<file path="src/rtl/serial_pkg.sv">
// Shared types and helpers for the serial word deserializer.
package serial_pkg;

    typedef enum logic {
        IDLE  = 1'b0,
        SHIFT = 1'b1
    } state_t;

    localparam string DIR_LEFT  = "left";
    localparam string DIR_RIGHT = "right";

    // Bit counter must hold 0..w.
    function automatic int cnt_width(input int w);
        return $clog2(w + 1);
    endfunction

endpackage

</file>
<file path="src/rtl/deser_shift_core.sv">
// Shift register plus bit counter. `word` is the register contents including the
// bit being shifted this cycle, so the top can capture a completed word on the same edge.
module deser_shift_core
    import serial_pkg::*;
#(
    parameter int W         = 4,
    parameter bit MSB_FIRST = 1'b1
) (
    input  logic         clk,
    input  logic         rst_n,
    input  logic         clr,
    input  logic         load0,
    input  logic         shift,
    input  logic         SI,
    output logic [W-1:0] word,
    output logic         done
);

    localparam int CW = cnt_width(W);

    logic [W-1:0]  sr;
    logic [CW-1:0] cnt;
    logic [W-1:0]  seeded;
    logic [W-1:0]  shifted;

    generate
        if (MSB_FIRST) begin : g_msb
            assign seeded  = {{(W-1){1'b0}}, SI};
            assign shifted = {sr[W-2:0], SI};
        end else begin : g_lsb
            assign seeded  = {SI, {(W-1){1'b0}}};
            assign shifted = {SI, sr[W-1:1]};
        end
    endgenerate

    assign done = shift && (cnt == CW'(W - 1));
    assign word = shifted;

    always_ff @(posedge clk or negedge rst_n) begin
        if (!rst_n) begin
            sr  <= '0;
            cnt <= '0;
        end else if (clr) begin
            cnt <= '0;
        end else if (load0) begin
            sr  <= seeded;
            cnt <= CW'(1);
        end else if (shift) begin
            sr  <= shifted;
            cnt <= done ? '0 : cnt + CW'(1);
        end
    end

endmodule

</file>
<file path="src/rtl/serial_word_deserializer.sv">
// Framed serial-to-parallel receiver with a one-entry valid/ready output buffer,
// sticky overrun and a one-cycle frame error pulse. Legal w is 2..32.
module serial_word_deserializer
    import serial_pkg::*;
#(
    parameter int    w               = 4,
    parameter string shift_direction = "left"
) (
    input  logic         clk,
    input  logic         rst_n,
    input  logic         sclr,
    input  logic         SI,
    input  logic         en,
    input  logic         sof,
    output logic [w-1:0] q,
    output logic         q_valid,
    input  logic         q_ready,
    output logic         busy,
    output logic         overrun,
    output logic         frame_err
);

    localparam bit MSB_FIRST = (shift_direction != DIR_RIGHT);

    state_t       state;
    logic         load0;
    logic         shift_bit;
    logic         done;
    logic [w-1:0] word;

    // A sof always restarts the word, whether from IDLE or mid-word.
    assign load0     = !sclr && en && sof;
    assign shift_bit = !sclr && en && !sof && (state == SHIFT);

    deser_shift_core #(
        .W        (w),
        .MSB_FIRST(MSB_FIRST)
    ) u_core (
        .clk  (clk),
        .rst_n(rst_n),
        .clr  (sclr),
        .load0(load0),
        .shift(shift_bit),
        .SI   (SI),
        .word (word),
        .done (done)
    );

    always_ff @(posedge clk or negedge rst_n) begin
        if (!rst_n) begin
            state     <= IDLE;
            busy      <= 1'b0;
            q         <= '0;
            q_valid   <= 1'b0;
            overrun   <= 1'b0;
            frame_err <= 1'b0;
        end else if (sclr) begin
            state     <= IDLE;
            busy      <= 1'b0;
            q_valid   <= 1'b0;
            overrun   <= 1'b0;
            frame_err <= 1'b0;
        end else begin
            frame_err <= 1'b0;
            case (state)
                IDLE: begin
                    if (en && sof) begin
                        state <= SHIFT;
                        busy  <= 1'b1;
                    end
                end
                SHIFT: begin
                    if (en && sof) begin
                        frame_err <= 1'b1;
                    end else if (done) begin
                        state <= IDLE;
                        busy  <= 1'b0;
                    end
                end
                default: begin
                    state <= IDLE;
                    busy  <= 1'b0;
                end
            endcase

            // A word completing while the buffer drains this cycle is still accepted.
            if (done) begin
                if (!q_valid || q_ready) begin
                    q       <= word;
                    q_valid <= 1'b1;
                end else begin
                    overrun <= 1'b1;
                end
            end else if (q_valid && q_ready) begin
                q_valid <= 1'b0;
            end
        end
    end

endmodule

</file>
<file path="config.mk">
export PLATFORM = sky130hd
export DESIGN_NAME = serial_word_deserializer
export DESIGN_NICKNAME = d
export VERILOG_FILES = /design/src/rtl/serial_pkg.sv /design/src/rtl/deser_shift_core.sv /design/src/rtl/serial_word_deserializer.sv
export SDC_FILE = /design/constraint.sdc
export NUM_CORES = 1
export LEC_CHECK = 0
export ABC_AREA = 1
export ABC_CLOCK_PERIOD_IN_PS = 1900
export CELL_PAD_IN_SITES_DETAIL_PLACEMENT = 0
export CELL_PAD_IN_SITES_GLOBAL_PLACEMENT = 1
export CORE_MARGIN = 3
export CORE_UTILIZATION = 25
export DETAILED_ROUTE_END_ITERATION = 10
export PLACE_DENSITY_LB_ADDON = 0.1
export REMOVE_ABC_BUFFERS = 1
export SLEW_MARGIN = 40
export SYNTH_ARGS = -nofsm -noshare
export SYNTH_HDL_FRONTEND = slang
export SYNTH_HIERARCHICAL = 1
export SYNTH_SLANG_ARGS = --single-unit
</file>
<file path="constraint.sdc">
create_clock -name clk -period 1.9 [get_ports clk]
set_input_delay 0.38 -clock clk [delete_from_list [all_inputs] [get_ports clk]]
set_output_delay 0.38 -clock clk [all_outputs]
set_load 0.005 [all_outputs]
</file>
* Yosys cells after proc, flatten, opt, wreduce, memory -nomap -nowiden
Cells that the tools add are included.
** Operators by class
- Add/sub/neg operators :: 1
- Equal/unequal tests :: 6
- Bitwise gates (word level) :: 2
- Multiplexer cells :: 25
- Reduce and logical (&&, ||, !) cells :: 20
** Operators by type and width (count)
- $mux W3 :: 6
- $mux W1 :: 17
- $ne A3 B3 Y1 const B :: 3
- $logic_and A1 B1 Y1 :: 7
- $reduce_and A2 Y1 :: 3
- $reduce_and A3 Y1 :: 2
- $reduce_bool A3 Y1 :: 2
- $pmux W1 S2 :: 2
- $reduce_bool A2 Y1 :: 2
- $add A3 B1 Y3 const B :: 1
- $eq A3 B2 Y1 const B :: 1
- $logic_not A1 Y1 :: 3
- $ne A3 B2 Y1 const B :: 1
- $ne A2 B2 Y1 const B :: 1
- $not A1 Y1 :: 2
- $logic_or A1 B1 Y1 :: 1
** Word-level totals
- Flip-flop bits (word level) :: 15
- Logic and storage cells :: 62

* Longest topological paths before layout
- Depth in word-level cells :: 9
- Mapped depth :: 10
- Depth with buffers taken out :: 10

* Modules after synthesis
The synthesis kept the hierarchy.
** By module, submodules not included
- serial_word_deserializer :: seq. area each 225.2 µm², instances 1, area an instance 417.9 µm², cells an instance 43
- deser_shift_core :: seq. area each 150.1 µm², instances 1, area an instance 319.1 µm², cells an instance 38

* Least setup slack after synthesis
OpenSTA, ideal clock, no wires.
- Kind :: input to register
- Start :: input sclr
- End :: register q[0]
- Path slack :: 0.371 ns
- Data arrival time :: 1.412 ns
- Stages :: 10
- Data required time :: 1.784 ns
- Path buffers :: 0
- Path through :: inv_2 nand2_4 nor3b_2 nand3_2 inv_1 nand2_4 inv_4 nand2_4 nand2_1 nand2_1
** On the way
- Longest elaborated chain between the ends :: 6
** RTL lines
- start: declaration :: line serial_word_deserializer.sv:11 : input logic sclr,
- $logic_not A1 Y1 :: line serial_word_deserializer.sv:33 : assign shift_bit = !sclr && en && !sof && (state == SHIFT);
- $logic_and A1 B1 Y1 (3 in a row) :: line serial_word_deserializer.sv:33
- via shift_bit :: line serial_word_deserializer.sv:27 : logic shift_bit;
- $logic_and A1 B1 Y1 :: line deser_shift_core.sv:36 : assign done = shift && (cnt == CW'(W - 1));
- via done :: line serial_word_deserializer.sv:28 : logic done;
- $reduce_and A3 Y1 (no line)
- end signal: assignment :: line serial_word_deserializer.sv:89 : q <= word;
- end: declaration :: line serial_word_deserializer.sv:15 : output logic [w-1:0] q,
The timed path passes the listed nets, and every way through them passes these cells.
A chain may end at the register's enable or synchronous reset.

* Worst setup path in the final report
- Start :: register q_valid
- End :: output q_valid
** RTL lines
- start: declaration :: line serial_word_deserializer.sv:16 : output logic q_valid,
- start signal: assignment :: line serial_word_deserializer.sv:54 : q_valid <= 1'b0;
- start signal: assignment :: line serial_word_deserializer.sv:60 : q_valid <= 1'b0;
- start signal: assignment :: line serial_word_deserializer.sv:90 : q_valid <= 1'b1;
No word-level cell between the ends.

==> run metrics <==
largest net degree at the start of global routing 16; DIE AREA 3635 sq um; Die X 60.30 um; Crit path max-delay family buffers and inverters; wirelength, routed approximately 1400 um; DR WL/cell 10.54 um; CP Cell Sequence clkdlybuf4s50_1; total core area 2781 sq um; GR Overflow Total 0; IO Port Bufs 14; CTS H-Tree Depth 1; Die Y 60.30 um; Synth Register Bits 15; share of layout cells above drive strength 1 0.2308; slew margin rel. 0.8388; Root Buffer clkbuf_4; Clock Pin Slew Worst Setup and Hold Paths approximately 0.090 ns; number of fill cells 286; Yosys warning total 6; Hold Slack 0.4156 ns; DP HPWL 1063 um; vias around 560; endpoint type of the worst setup path primary output; CTS Buf Count 3; critical path class reg2out; Min-Delay Path Class in2async; Post-route DRC 0; Gate Count Post-Synth 81; CTS tree done; vias in the first global route 567; Critical-path top delay cell clkdlybuf4s50_1; Post-synth top flop dfrtp_1; status complete, no violations; initial antenna violation count 0; postcts setup bufs 0; worst-path fanout max 2; commonest non-fill, non-tap cell in the layout nand2_1; Worst Skew 0.0002896 ns; most frequent cells in the layout 22 x nand2_1, 15 x dfrtp_1, 14 x clkdlybuf4s50_1; Seq/Total Area, Yosys 0.5093; post-route ant nets 0; GRT Total Usage 0.09147; clock buffer depth 2; Post-synth EDFFs 0; CP startpoint q_valid$_DFFE_PN0P_; critical path required time 1.52 ns; Yosys cell types 21; Max Clk Rate 635.2 MHz; nets@finish 113; number of vias per cell between 4 and 5; Post-CTS Resized 0; Starting Density 0.2650; area grow syn2layout 32.94%; Buffers & Inverters on Critical Path 1; period utilization 0.8286; async set or reset register ratio after synthesis 1.000; critical register-to-register path startpoint state$_DFF_PN0_; Worst Setup Start Kind flop; RSZ-0062 raised after global routing false; Post-CTS Hold Fix Bufs 0; Critical Path AT 1.19 ns; clk sinks 15; slew of the pin with the lowest slew margin 0.2405 ns; Worst VDD drop ~0.00025 V; placed insts approximately 130; synthesized cell area 737.0 sq um; Fin Setup TNS 0 ns; first-pass GRT wire length 2373 um; static leakage power 0.5154 nW; fin cells ~140; final setup fails 0; Max-cap violations 0; post-layout minimum cycle time 1.574 ns; Mean Syn Cell Area between 9 and 10 sq um; Skew-Pair Late Insertion Delay 0.28 ns; DR iter-0 viols 15; Worst path max stage delay 0.52 ns; count of final hold-check violations 0; standard-cell rows 19; PD cells 610.9 nW/um^2; Slew Limit Fails 0; I/O pin count 15; routability congestion estimate from global placement 0.7450; drt pass-1 iters 4; # diodes 0
cell families after synthesis:
kind of cell / after synthesis / synth area share
fa+ha+maj: 1 / 0.01698
xor+xnor: 1 / 0.01189
flops: 15 / 0.5093
simple gates: 39 / 0.3022
compound gates: 10 / 0.07470
buf+inv: 15 / 0.08490
area by class of cell:
class	count	area, sq um	share of cell area
clock buffers	4	26.28	0.02682
inverters	14	55.05	0.05619
multi-input cells	51	299.0	0.3052
flip-flops and latches	15	375.4	0.3831
well taps	31	38.79	0.03959
repair buffers	20	185.2	0.1890
cell usage after synthesis (2+ instances only):
cell / number / share of area
nand2_1: 22 / 0.11
dfrtp_1: 15 / 0.51
inv_1: 11 / 0.056
nand3_1: 5 / 0.034
nand2_4: 4 / 0.061
o21ai_0: 3 / 0.020
o21ai_1: 3 / 0.020
a21oi_1: 2 / 0.014
inv_2: 2 / 0.010
nand3_2: 2 / 0.027
nor2_2: 2 / 0.017
state kept, by name, indices dropped and copies added (netlist names):
signal,flops
u_core/cnt,3
u_core/sr,3
q_valid,1
frame_err,1
busy,1
q,4
overrun,1
state,1
power by group:
part           internal, W  switching (W)  leakage, nW   total, W
sequential        0.000333     0.00000902        0.205   0.000342
clock            0.0000814       0.000104       0.0150   0.000186
combinational    0.0000335      0.0000372        0.295  0.0000708
total             0.000448       0.000151        0.515   0.000598
path summary, 6_finish.rpt:
| path | end | cells after the start | slack [ns] |
|---|---|---|---|
| min | frame_err$_DFF_PN0_ | 2 | 0.42 |
| max reg2reg | q[1]$_DFFE_PN0P_ | 9 | 0.54 |
| min in group clk | q[2]$_DFFE_PN0P_ | 2 | 0.47 |
| min reg2reg | q[2]$_DFFE_PN0P_ | 2 | 0.47 |
| max in group asynchronous | q[0]$_DFFE_PN0P_ | 2 | 1.30 |
| max | q_valid | 1 | 0.33 |
metrics by stage:
stage	setup WS, ns	instance area, sq um	util	total power [W]
CTS	0.3055	979.7	0.3522	0.0006145
global route	0.2494	979.7	0.3522	0.0006355
floorplan	0.3714	729.5	-	0.0003802
global placement	0.04490	953.4	0.3428	0.0004200
finish	0.3257	979.7	0.3522	0.0005984
detailed placement	0.05535	953.4	0.3428	0.0004200
layer usage:
| metal | wire length, um | vias up | GRT usage |
|---|---|---|---|
| li1 | - | 297 | - |
| met1 | 719 | 256 | 0.1155 |
| met2 | 630 | 8 | 0.1358 |
| met3 | 56 | 2 | 0.02592 |
| met4 | 17 | 0 | 0.05696 |
| met5 | 0 | - | 0 |
(Power assumes the default switching activity.)
